==> src/rtl/rx_corr_readout_ctrl.sv <==
// rx_corr_readout_ctrl: peak tracking and drain sequencing for rx_correlator_buff
module rx_corr_readout_ctrl #(
    parameter int SAMPLE_W    = 32,
    parameter int SEQ_W       = 4,
    parameter int POST_WIN    = 100,
    parameter int READ_LEN    = 128,
    parameter int TIMEOUT_CYC = 4096
) (
    input  logic                       crx_clk,
    input  logic                       rrx_rst,
    input  logic                       erx_en,
    input  logic                       inew_sample_trigger,
    input  logic signed [SAMPLE_W-1:0] ipeak_value,
    input  logic        [SEQ_W-1:0]    ipeak_seq,
    input  logic signed [SAMPLE_W-1:0] ithreshold,
    input  logic                       icorr_sample_ready,
    input  logic signed [SAMPLE_W-1:0] icorr_sample,
    output logic                       ostorage_wash_enable,
    output logic        [SEQ_W-1:0]    oreceived_seq,
    output logic                       onext_sample_trigger,
    output logic                       oall_acquired_trigg,
    output logic signed [SAMPLE_W-1:0] osample,
    output logic                       osample_valid,
    input  logic                       isample_ready,
    output logic                       obusy,
    output logic                       oerror
);
    localparam int WW = POST_WIN > 1 ? $clog2(POST_WIN) : 1;
    localparam int CW = $clog2(READ_LEN + 1);
    localparam int TW = $clog2(TIMEOUT_CYC + 1);
    localparam logic signed [SAMPLE_W-1:0] PEAK_MIN = {1'b1, {(SAMPLE_W-1){1'b0}}};
    typedef enum logic [2:0] {SEARCH, HOLD, WASH, DRAIN, DONE} state_t;
    state_t                     state;
    logic signed [SAMPLE_W-1:0] rpeak;
    logic        [SEQ_W-1:0]    rseq;
    logic        [WW-1:0]       win;
    logic        [CW-1:0]       ccnt, rcnt;
    logic        [TW-1:0]       tcnt;
    logic                       guard, xfer, capt, timeout, hit;
    assign obusy = state != SEARCH;
    always_comb begin
        xfer    = state == DRAIN && osample_valid && isample_ready;
        capt    = state == DRAIN && icorr_sample_ready && !guard && ccnt < CW'(READ_LEN)
                  && (!osample_valid || isample_ready);
        timeout = (state == WASH || state == DRAIN) && !icorr_sample_ready
                  && tcnt == TW'(TIMEOUT_CYC - 1);
        hit     = ipeak_value > (state == SEARCH ? ithreshold : rpeak);
    end
    always_ff @(posedge crx_clk) begin
        if (rrx_rst) begin
            state                <= SEARCH;
            rpeak                <= PEAK_MIN;
            rseq                 <= '0;
            win                  <= '0;
            ccnt                 <= '0;
            rcnt                 <= '0;
            tcnt                 <= '0;
            guard                <= 1'b0;
            ostorage_wash_enable <= 1'b0;
            oreceived_seq        <= '0;
            onext_sample_trigger <= 1'b0;
            oall_acquired_trigg  <= 1'b0;
            osample              <= '0;
            osample_valid        <= 1'b0;
            oerror               <= 1'b0;
        end else if (erx_en) begin
            onext_sample_trigger <= capt;
            oall_acquired_trigg  <= 1'b0;
            oerror               <= 1'b0;
            guard                <= capt;
            if (state == WASH || state == DRAIN)
                tcnt <= icorr_sample_ready ? '0 : tcnt + 1'b1;
            case (state)
                SEARCH: if (inew_sample_trigger && hit) begin
                    rpeak <= ipeak_value;
                    rseq  <= ipeak_seq;
                    win   <= '0;
                    state <= HOLD;
                end
                HOLD: if (inew_sample_trigger) begin
                    if (hit) begin
                        rpeak <= ipeak_value;
                        rseq  <= ipeak_seq;
                        win   <= '0;
                    end else if (win == WW'(POST_WIN - 1)) begin
                        state                <= WASH;
                        ostorage_wash_enable <= 1'b1;
                        oreceived_seq        <= rseq;
                        tcnt                 <= '0;
                        ccnt                 <= '0;
                        rcnt                 <= '0;
                    end else
                        win <= win + 1'b1;
                end
                WASH: if (icorr_sample_ready) state <= DRAIN;
                DRAIN: begin
                    if (capt) begin
                        osample       <= icorr_sample;
                        osample_valid <= 1'b1;
                        ccnt          <= ccnt + 1'b1;
                    end else if (xfer)
                        osample_valid <= 1'b0;
                    if (xfer) begin
                        rcnt <= rcnt + 1'b1;
                        if (rcnt == CW'(READ_LEN - 1)) begin
                            state                <= DONE;
                            osample_valid        <= 1'b0;
                            ostorage_wash_enable <= 1'b0;
                            oreceived_seq        <= '0;
                            oall_acquired_trigg  <= 1'b1;
                        end
                    end
                end
                DONE: begin
                    state <= SEARCH;
                    rpeak <= PEAK_MIN;
                end
                default: state <= SEARCH;
            endcase
            // the buffer stopped answering: abandon this detection entirely
            if (timeout) begin
                state                <= SEARCH;
                rpeak                <= PEAK_MIN;
                tcnt                 <= '0;
                guard                <= 1'b0;
                osample_valid        <= 1'b0;
                ostorage_wash_enable <= 1'b0;
                oreceived_seq        <= '0;
                oerror               <= 1'b1;
                oall_acquired_trigg  <= 1'b1;
            end
        end
    end
endmodule
==> config.mk <==
export PLATFORM = sky130hd
export DESIGN_NAME = rx_corr_readout_ctrl
export DESIGN_NICKNAME = d
export VERILOG_FILES = /design/src/rtl/rx_corr_readout_ctrl.sv
export SDC_FILE = /design/constraint.sdc
export NUM_CORES = 1
export LEC_CHECK = 0
export BUFFER_PORTS_ARGS = -buffer_cell sky130_fd_sc_hd__buf_2
export CAP_MARGIN = 20
export CELL_PAD_IN_SITES_DETAIL_PLACEMENT = 0
export CELL_PAD_IN_SITES_GLOBAL_PLACEMENT = 1
export CORE_MARGIN = 3
export CORE_UTILIZATION = 40
export DETAILED_ROUTE_END_ITERATION = 7
export PLACE_DENSITY_LB_ADDON = 0.12
export REMOVE_ABC_BUFFERS = 1
export SLEW_MARGIN = 5
export SYNTH_ARGS = -nofsm -noshare
export SYNTH_HDL_FRONTEND = slang
export SYNTH_SLANG_ARGS = --single-unit
==> constraint.sdc <==
create_clock -name crx_clk -period 5 [get_ports crx_clk]
set_input_delay 0.75 -clock crx_clk [delete_from_list [all_inputs] [get_ports crx_clk]]
set_output_delay 0.75 -clock crx_clk [all_outputs]
set_load 0.02 [all_outputs]
==> flow_summary_export.csv, run 1 <==
group,metric,value,unit
sta,min_period,3.769,ns
floorplanning,io_pins,148,
floorplanning,rows,44,
routing,wl_per_cell,15.15,um
sta,timing.slew.headroom,0.4709,
routing,drt_pass1_iterations,5,
cells_and_area,n_antenna_cell,0,
routing,drc,0,
hold_path,hold_path_class,"reg2reg",
place,pre_cts_slack,1.235,ns
synth,avgSynthCellArea,8.231,um^2
synth,synth_area,0.006148,mm^2
cells_and_area,final_area,0.007661,mm^2
grt,gr-total-overflow,0,
sta,worstMarginPinSlew,0.7835,ns
outcome,run_status,"finished, final reports clean",
floorplanning,dieWidth,130.0,um
critical_path,crit_path_start,"state[1]",
run,maxCapViolCount,0,
clock_tree,cts_repair_resize_count,0,
critical_path,worstPathRequired,5.32,ns
sta,period_share,0.7539,
clock_tree,clockBufferDepth,2,
critical_path,critPathCaptureType,"register",
clock_tree,cts_buffers,17,
grt,grt_pass1_vias,5500,
floorplanning,die_y,130.0,um
power_and_ir_drop,ir_worst_vdd,0.0002297,V
grt,antenna_found_initial,0,
routing,drt_iter0_drc,323,
clock_tree,clk_latency,0.42,ns
synth,synth_ff_type,"dfxtp_1",
critical_path,regToRegSetupSlack,1.23,ns
routing,wirelength,16360,um
synth,synth_edf_count,0,
clock_tree,ctsRootBufferMaster,"clkbuf_16",
floorplanning,core,0.01481,mm^2
critical_path,cp-start-kind,"register",
sta,drv_slew,0,
sta,finalHoldViolCount,0,
hold_path,min_from,"ccnt[7]",
routing,routed_via_density,5.409,
synth,async_flop_share,0,
floorplanning,die-area,0.01689,mm^2
critical_path,r2r.worst_path.cells,12,
synth,yosysWarningCount,0,
critical_path,path_max_fanout,18,
sta,max_freq,265.3,MHz
clock_tree,clock_sinks,117,
critical_path,r2r_start,"state[1]",
cells_and_area,area_delta_synth_final,24.60,%
synth,syn_inst,747,
sta,rsz0062_at_grt,"false",
place,routabilityCongestion,0.7984,
routing,vias,5842,
sta,setup_viol_count_final,0,
grt,grt_max_degree,44,
synth,synth_cell_types,69,
synth,ys_ff_latch,117,
sta,setup_ws,1.231,ns
sta,whs,0.4455,ns
place,portBuffers,147,
power_and_ir_drop,power_density,338.1,mW/mm^2
floorplanning,start_util,0.4152,
clock_tree,path_clk_slew,0.05,ns
synth,seq_area_frac_synth,0.3810,
clock_tree,post-cts-setup-buffers,0,
cells_and_area,fin_nets,1025,
clock_tree,cts_tree,"done",
sta,skew,0.006219,ns
grt,grt_pass1_wl,26670,um
critical_path,cp-endpoint,"win[6]",
cells_and_area,drive_gt1_frac,0.2400,
cells_and_area,final_util,0.5173,
critical_path,cp.arrival,4.09,ns
critical_path,r2r_end,"win[6]",
critical_path,path_class,"reg2reg",
grt,grt.total_usage,0.1969,
clock_tree,cts_hold_buf,0,
clock_tree,cts.htree.levels,4,
place,placed_area,0.007038,mm^2
place,dp_hpwl,11890,um
power_and_ir_drop,p_leak,3.402,nW
routing,antenna_left,0,
layout by cell type, fill, tap and decap left out, types with 5 or more instances in the layout:
cell type / count
buf_2: 147
nand2_1: 144
dfxtp_1: 117
a21oi_1: 53
nand3_1: 47
nor2_1: 45
mux2i_1: 43
o21ai_0: 39
ha_1: 36
clkbuf_16: 17
nor4_1: 16
inv_1: 12
nand4_1: 12
xnor2_1: 12
nor3_1: 11
buf_4: 10
o21ai_1: 8
and2_1: 8
a32oi_1: 6
nor2b_1: 5
and3_1: 5
o22ai_1: 5
o31ai_1: 5
synthesized netlist by cell type (2+ instances only):
cell	number	area, um^2
and3_1	5	31.28
o21a_1	3	22.52
and4_1	2	17.52
nor2b_1	5	31.28
clkbuf_1	29	108.9
o21ai_1	8	40.04
dfxtp_1	117	2342
and2_1	8	50.05
inv_1	12	45.04
nor4b_1	2	17.52
mux2i_1	43	430.4
o211ai_1	4	30.03
a21o_1	4	30.03
nor2_1	45	168.9
or3_1	3	18.77
ha_1	36	450.4
a211o_1	4	35.03
o21ai_0	39	195.2
o211a_1	2	20.02
a31o_2	2	17.52
a32oi_1	6	52.55
a31oi_1	3	18.77
nand4_1	12	75.07
nand3_1	47	235.2
buf_2	10	50.05
nor4_1	16	100.1
nand2_1	144	540.5
nand2b_1	4	25.02
a21oi_1	53	265.3
nor3_1	14	70.07
o22ai_1	5	31.28
mux2_2	2	22.52
or2_2	4	25.02
nor3b_1	3	22.52
xnor2_1	12	105.1
buf_1	2	7.510
o31ai_1	5	37.54
layout make-up:
cell class / instances / area, um^2
Clock inverter: 11 / 125.1
Timing Repair Buffer: 158 / 838.3
Tap cell: 184 / 230.2
Fill cell: 1389 / 7148
Sequential cell: 117 / 2342
Multi-Input combinational cell: 576 / 3606
Clock buffer: 21 / 470.5
Inverter: 13 / 48.80
flip-flops by register name, indices dropped and copies added, names as in the netlist:
register and flops:
osample_valid 1, oreceived_seq 4, tcnt 13, state 3
rpeak 32, rseq 4, rcnt 8, osample 32
win 7, onext_sample_trigger 1, ostorage_wash_enable 1, oerror 1
guard 1, ccnt 8, oall_acquired_trigg 1
critical path, cell delays in order, from the launching register on:
cell and delay [ns]:
dfxtp_1 0.44, nor3_2 0.24, buf_4 0.34, mux2i_1 0.23, ha_1 0.33, nand4_2 0.17, nor3_1 0.07, a221o_1 0.35
o21ai_1 0.33, a31oi_4 0.26, nor3_4 0.35, nand3b_1 0.26, o31ai_1 0.29
per-stage QoR:
| step | cells | total power [mW] | TNS (ns) |
|---|---|---|---|
| 3_5_place_dp | 1047 | 1.398 | 0 |
| 5_1_grt | 1080 | 2.719 | 0 |
| 6_report | 1080 | 2.590 | 0 |
| 3_3_place_gp | 1047 | 1.388 | 0 |
| 4_1_cts | 1079 | 2.618 | 0 |
| 2_1_floorplan | 706 | 1.260 | -123.01 |
worst min-delay path by stage:
stage | endpoint | slack, ns | cells after the start
6_report | ccnt[7] | 0.45 | 2
5_1_grt | rpeak[19] | 0.47 | 2
4_1_cts | ccnt[7] | 0.45 | 2
3_5_place_dp | ccnt[7] | 0.44 | 2
3_3_place_gp | ccnt[7] | 0.44 | 2
2_1_floorplan | ccnt[7] | 0.43 | 2
layer usage:
metal  track usage  vias up  routed length (um)
met3       0.04257       17                 831
met4       0.06724        0                 222
li1              -     2948                   -
met1        0.2555     2717                7489
met5             0        -                   0
met2        0.3258      160                7817
cell families (layout without fill, tap and decap cells):
logic type,after synthesis,in the layout,share of synthesized area
flip-flops,117,117,0.3810
adder cells (fa/ha/maj),36,36,0.07326
buffers and inverters,54,203,0.03500
AO/OA/AOI/OAI,157,157,0.1663
XOR/XNOR,12,12,0.01709
multiplexers,45,45,0.07367
AND/OR/NAND/NOR,326,326,0.2538
power breakdown:
part	switching [mW]	internal [mW]	total (mW)
logic	0.239	0.165	0.404
registers	0.0171	0.956	0.973
clock network	0.440	0.773	1.21
total	0.696	1.89	2.59
(Power assumes the default switching activity.)
==> run 2: changes to the inputs <==
--- a/config.mk
+++ b/config.mk
@@ -10,7 +10,7 @@
 export CELL_PAD_IN_SITES_DETAIL_PLACEMENT = 0
 export CELL_PAD_IN_SITES_GLOBAL_PLACEMENT = 1
 export CORE_MARGIN = 3
-export CORE_UTILIZATION = 40
+export CORE_UTILIZATION = 36
 export DETAILED_ROUTE_END_ITERATION = 7
 export PLACE_DENSITY_LB_ADDON = 0.12
 export REMOVE_ABC_BUFFERS = 1
==> constraint.sdc (replaced) <==
create_clock -name crx_clk -period 3.1 [get_ports crx_clk]
set_input_delay 0.465 -clock crx_clk [delete_from_list [all_inputs] [get_ports crx_clk]]
set_output_delay 0.465 -clock crx_clk [all_outputs]
set_load 0.02 [all_outputs]
==> run 2 against run 1 <==
The run now ends with negative setup slack left. First-iteration DRC count fell by 35%. Count of clock-buffer cells in the layout is 2 lower. Via count is 2.0% higher. Fmax is 14% higher.
==> flow_summary_export.csv, run 2 (synthesis results as in run 1) <==
group,metric,value,unit
cells_and_area,final_common_cell,"buf_2",
sta,finalHoldViolCount,0,
critical_path,path_class,"reg2reg",
sta,setup_ws,-0.2184,ns
cells_and_area,largestRegisters,"osample (32), rpeak (32), tcnt (13)",
floorplanning,core,0.01664,mm^2
clock_tree,cts_tree,"done",
routing,drc,0,
floorplanning,io_pins,148,
sta,max_freq,301.3,MHz
place,pre_cts_slack,-0.3340,ns
cells_and_area,drive_gt1_frac,0.2996,
power_and_ir_drop,p_total,4.567,mW
outcome,run_status,"finished with violations",
critical_path,regToRegSetupSlack,-0.22,ns
critical_path,r2r_end,"rcnt[2]",
cells_and_area,most-common-layout-cells,"buf_2 (147), nand2_1 (144), dfxtp_1 (115)",
routing,wl_per_cell,15.39,um
cells_and_area,final_util,0.5019,
critical_path,worstPathRequired,3.40,ns
clock_tree,clock_sinks,117,
routing,routed_via_density,5.148,
clock_tree,clk_latency,0.42,ns
sta,skew,0.01796,ns
sta,rsz0062_at_grt,"true",
power_and_ir_drop,p_leak,3.691,nW
place,dp_hpwl,12490,um
hold_path,min_from,"ipeak_value[4]",
critical_path,crit_path_start,"state[1]",
grt,grt_pass1_wl,28680,um
grt,antenna_found_initial,2,
cells_and_area,fin_nets,1068,
routing,drt_iter0_drc,209,
sta,period_share,1.070,
routing,wirelength,17820,um
grt,grt.total_usage,0.1916,
critical_path,r2r.worst_path.cells,15,
clock_tree,path_clk_slew,0.06,ns
critical_path,critPathCaptureType,"register",
sta,setup_viol_count_final,78,
routing,vias,5961,
place,placed_cells,1110,
sta,worstMarginPinSlew,0.8689,ns
place,portBuffers,147,
power_and_ir_drop,pwr-share-clk,0.455,
routing,drt_pass1_iterations,5,
place,routabilityCongestion,0.8053,
cells_and_area,layout.cells.non_filler,1158,
critical_path,path_max_fanout,9,
power_and_ir_drop,sequentialPowerShare,0.342,
place,placed_area,0.007348,mm^2
run,maxCapViolCount,0,
critical_path,cp.arrival,3.61,ns
hold_path,hold_path_class,"in2reg",
sta,min_period,3.318,ns
clock_tree,clockBufferDepth,2,
routing,antenna_left,0,
outcome,violations,"negative setup slack",
power_and_ir_drop,swShare,0.2665,
cells_and_area,area_delta_synth_final,35.86,%
power_and_ir_drop,power.switching,1.217,mW
clock_tree,cts_hold_buf,0,
power_and_ir_drop,internal_power,3.350,mW
grt,gr-total-overflow,0,
sta,timing.slew.headroom,0.4132,
cells_and_area,n_antenna_cell,0,
clock_tree,cts.htree.levels,4,
floorplanning,die_y,136.7,um
floorplanning,dieWidth,136.7,um
clock_tree,cts_buffers,17,
critical_path,cp-start-kind,"register",
grt,grt_max_degree,35,
clock_tree,ctsRootBufferMaster,"clkbuf_16",
sta,whs,0.2837,ns
sta,drv_slew,0,
cells_and_area,final_area,0.008353,mm^2
floorplanning,rows,47,
floorplanning,die-area,0.01868,mm^2
power_and_ir_drop,ir_worst_vdd,0.0003900,V
sta,finalSetupTns,-10.99,ns
critical_path,cp-endpoint,"rcnt[2]",
floorplanning,start_util,0.3694,
critical_path,r2r_start,"state[1]",
power_and_ir_drop,power_density,546.8,mW/mm^2
power_and_ir_drop,p_comb_frac,0.202,
grt,grt_pass1_vias,5913,
## run 2: cell count changes in the layout (fill, tap and decap cells not counted), moves of 3 or more
cell	delta
nor3_1	-3
o21ai_1	+24
buf_12	+5
nor4_2	+9
nor4_1	-10
buf_6	+7
o21ai_0	-24
buf_4	+29
## run 2: how the worst min path moves through the flow
stage          slack, ns  cells past startpoint           to
2_1_floorplan       0.43                      2      ccnt[7]
5_1_grt             0.27                      3   osample[6]
3_3_place_gp        0.44                      2    rpeak[28]
3_5_place_dp        0.44                      2    rpeak[24]
6_report            0.28                      3     rpeak[4]
4_1_cts             0.26                      3  osample[12]
## run 2: metal layers
layer / track usage / vias up / share of wire
met4: 0.06719 / 4 / 0.0086
met1: 0.2374 / 2756 / 0.46
met2: 0.3196 / 141 / 0.47
li1: - / 3045 / -
met5: 0 / - / 0.0015
met3: 0.05257 / 15 / 0.057
## run 2: final cells by class
cell class / count / area (um^2)
multi-input cells: 576 / 3776
fillers: 1617 / 8289
clock buffers: 19 / 442.9
repair buffers: 201 / 1287
inverters: 13 / 48.80
clock inverters: 12 / 177.7
well taps: 220 / 275.3
flip-flops and latches: 117 / 2345
## run 2: timing repair
item | in CTS | in global routing
resized for setup | 57 | 11
setup endpoints to repair | 79 | 79
buffers inserted | 13 | 2
gates cloned | 4 | 1
pin swaps | 31 | 11
## run 2: critical path: stages, from the launching register on
cell and delay (ns):
dfxtp_2 0.33, nor3_4 0.25, buf_12 0.18, buf_12 0.12, mux2_2 0.33, ha_1 0.18, nor2b_1 0.13, o211ai_1 0.10
a2111o_1 0.39, a31o_4 0.28, a311oi_2 0.26, buf_4 0.19, buf_4 0.16, nor4_1 0.07, xnor2_1 0.17, nor2_1 0.05
## run 2: power groups by stage
stage | Combinational [mW] | Clock [mW] | Sequential, mW
after floorplan | 0.437 | 0 | 1.59
after global placement | 0.750 | 0 | 1.59
after detailed placement | 0.759 | 0 | 1.59
after CTS | 0.913 | 2.14 | 1.56
after global routing | 1.01 | 2.19 | 1.57
final | 0.924 | 2.08 | 1.56
==> run 3: changes to the inputs <==
--- a/config.mk
+++ b/config.mk
@@ -10,7 +10,7 @@
 export CELL_PAD_IN_SITES_DETAIL_PLACEMENT = 0
 export CELL_PAD_IN_SITES_GLOBAL_PLACEMENT = 1
 export CORE_MARGIN = 3
-export CORE_UTILIZATION = 36
+export CORE_UTILIZATION = 40
 export DETAILED_ROUTE_END_ITERATION = 7
 export PLACE_DENSITY_LB_ADDON = 0.12
 export REMOVE_ABC_BUFFERS = 1
==> constraint.sdc (replaced) <==
create_clock -name crx_clk -period 3.5 [get_ports crx_clk]
set_input_delay 0.525 -clock crx_clk [delete_from_list [all_inputs] [get_ports crx_clk]]
set_output_delay 0.525 -clock crx_clk [all_outputs]
set_load 0.02 [all_outputs]
==> run 3 against run 2 <==
The run now ends clean. Combinational power fell by 16%. Sequential power is 12% lower. Sequential share of layout area is 0.91 points higher. Die area down 9.6%. Setup slack improved by 0.29 ns. Global-route usage up 0.67 points. Fmax down 3.3%. Power is 15% lower. Clock skew decreased by 0.012 ns. Final area is 3.2% lower. Register-to-register slack improved by 0.29 ns. Hold slack better by 0.057 ns. Largest power group unchanged. Highest routed layer is now met4.
==> flow_summary_export.csv, run 3 (synthesis results as in run 1) <==
group,metric,value,unit
floorplanning,rows,44,
sta,period_share,0.9804,
sta,timing.slew.headroom,0.3611,
cells_and_area,layout.cells.non_filler,1109,
floorplanning,start_util,0.4152,
critical_path,path_class,"reg2reg",
routing,routed_via_density,5.427,
critical_path,cp.arrival,3.74,ns
place,portBuffers,147,
hold_path,hold_path_class,"in2reg",
power_and_ir_drop,power_density,481.8,mW/mm^2
routing,vias,6019,
power_and_ir_drop,p_leak,3.616,nW
clock_tree,clock_sinks,117,
grt,grt_max_degree,65,
grt,grt_pass1_wl,26920,um
clock_tree,cts_tree,"done",
sta,finalSetupTns,0,ns
sta,setup_ws,0.06875,ns
clock_tree,clockBufferDepth,2,
grt,grt_pass1_vias,5648,
place,dp_hpwl,12220,um
cells_and_area,final_common_cell,"buf_2",
critical_path,critPathCaptureType,"register",
place,routabilityCongestion,0.8529,
clock_tree,cts.htree.levels,4,
grt,antenna_found_initial,1,
sta,min_period,3.431,ns
cells_and_area,fill_cells,1347,
cells_and_area,largestRegisters,"osample (32), rpeak (32), tcnt (13)",
clock_tree,cts_hold_buf,0,
clock_tree,cts_buffers,17,
sta,skew,0.006336,ns
place,pre_cts_slack,-0.03452,ns
cells_and_area,most-common-layout-cells,"buf_2 (147), nand2_1 (144), dfxtp_1 (116)",
sta,rsz0062_at_grt,"true",
routing,drt_iter0_drc,286,
outcome,run_status,"finished, final reports clean",
routing,drt_pass1_iterations,5,
critical_path,path_max_fanout,8,
power_and_ir_drop,ir_worst_vdd,0.0003437,V
critical_path,cp-start-kind,"register",
routing,wirelength,17190,um
clock_tree,path_clk_slew,0.06,ns
clock_tree,ctsRootBufferMaster,"clkbuf_16",
sta,worstMarginPinSlew,0.9460,ns
clock_tree,clk_latency,0.41,ns
sta,setup_viol_count_final,0,
sta,drv_slew,0,
cells_and_area,area_delta_synth_final,31.50,%
power_and_ir_drop,p_total,3.895,mW
grt,grt.total_usage,0.1983,
place,placed_cells,1057,
sta,max_freq,291.4,MHz
sta,finalHoldViolCount,0,
routing,antenna_left,0,
routing,drc,0,
floorplanning,core,0.01481,mm^2
routing,wl_per_cell,15.50,um
run,maxCapViolCount,0,
floorplanning,io_pins,148,
cells_and_area,fin_nets,1053,
grt,gr-total-overflow,0,
floorplanning,dieWidth,130.0,um
cells_and_area,drive_gt1_frac,0.2727,
floorplanning,die-area,0.01689,mm^2
floorplanning,die_y,130.0,um
critical_path,worstPathRequired,3.80,ns
==> run 3: power breakdown <==
part	switching (mW)	internal [mW]
combinational	0.402	0.375
sequential	0.0191	1.37
clock	0.657	1.08
total	1.08	2.82
==> run 3: stage by stage <==
| stage | utilization | cell area (um^2) | hold WS, ns |
|---|---|---|---|
| after floorplan | - | 5982 | 0.4255 |
| after global placement | 0.4828 | 7151 | 0.4383 |
| after detailed placement | 0.4828 | 7151 | 0.4438 |
| after CTS | 0.5266 | 7799 | 0.3296 |
| after global routing | 0.5460 | 8085 | 0.3359 |
| final | 0.5460 | 8085 | 0.3403 |
==> run 3: critical path: stages (launching register included) <==
cell and delay [ns]:
dfxtp_2 0.33, nor3_4 0.26, buf_6 0.14, buf_12 0.12
mux2i_1 0.22, ha_1 0.29, a21oi_1 0.16, nand2_1 0.07
a221o_1 0.39, or3_4 0.38, a31o_2 0.31, o22a_4 0.24
o211a_1 0.23, a41o_1 0.20
==> run 3: worst paths after layout <==
| kind | from | endpoint | slack (ns) | depth (start not counted) |
|---|---|---|---|---|
| hold reg to reg | osample[16] | osample[16] | 0.45 | 2 |
| setup / recovery | state[0] | win[1] | 0.07 | 13 |
| hold / removal | icorr_sample[7] | osample[7] | 0.34 | 3 |
| setup reg to reg | state[0] | win[1] | 0.07 | 13 |
==> run 3: final cells by class <==
cell class	instances	area, um^2	share of cell area
multi-input combinational	576	3685	0.4557
tap	184	230.2	0.02847
sequential	117	2344	0.2898
timing repair buffer	186	1184	0.1464
clock inverter	13	148.9	0.01842
clock buffer	19	442.9	0.05478
antenna	1	2.502	0.0003095
inverter	13	48.80	0.006035
==> run 3: routing by layer <==
metal / track usage / part of all wire
met3: 0.04625 / 0.057
met2: 0.3206 / 0.47
met5: 0 / 0
met4: 0.07274 / 0.021
met1: 0.2593 / 0.46
==> run 3: what timing repair did <==
| item | 4_1_cts | 5_1_grt |
|---|---|---|
| cloned | 1 | 3 |
| pin swaps | 4 | 14 |
| endpoints found under the setup margin | 6 | 73 |
| buffers inserted | 3 | 11 |
| endpoints found under the hold margin | 0 | 0 |
| resized for setup | 2 | 27 |
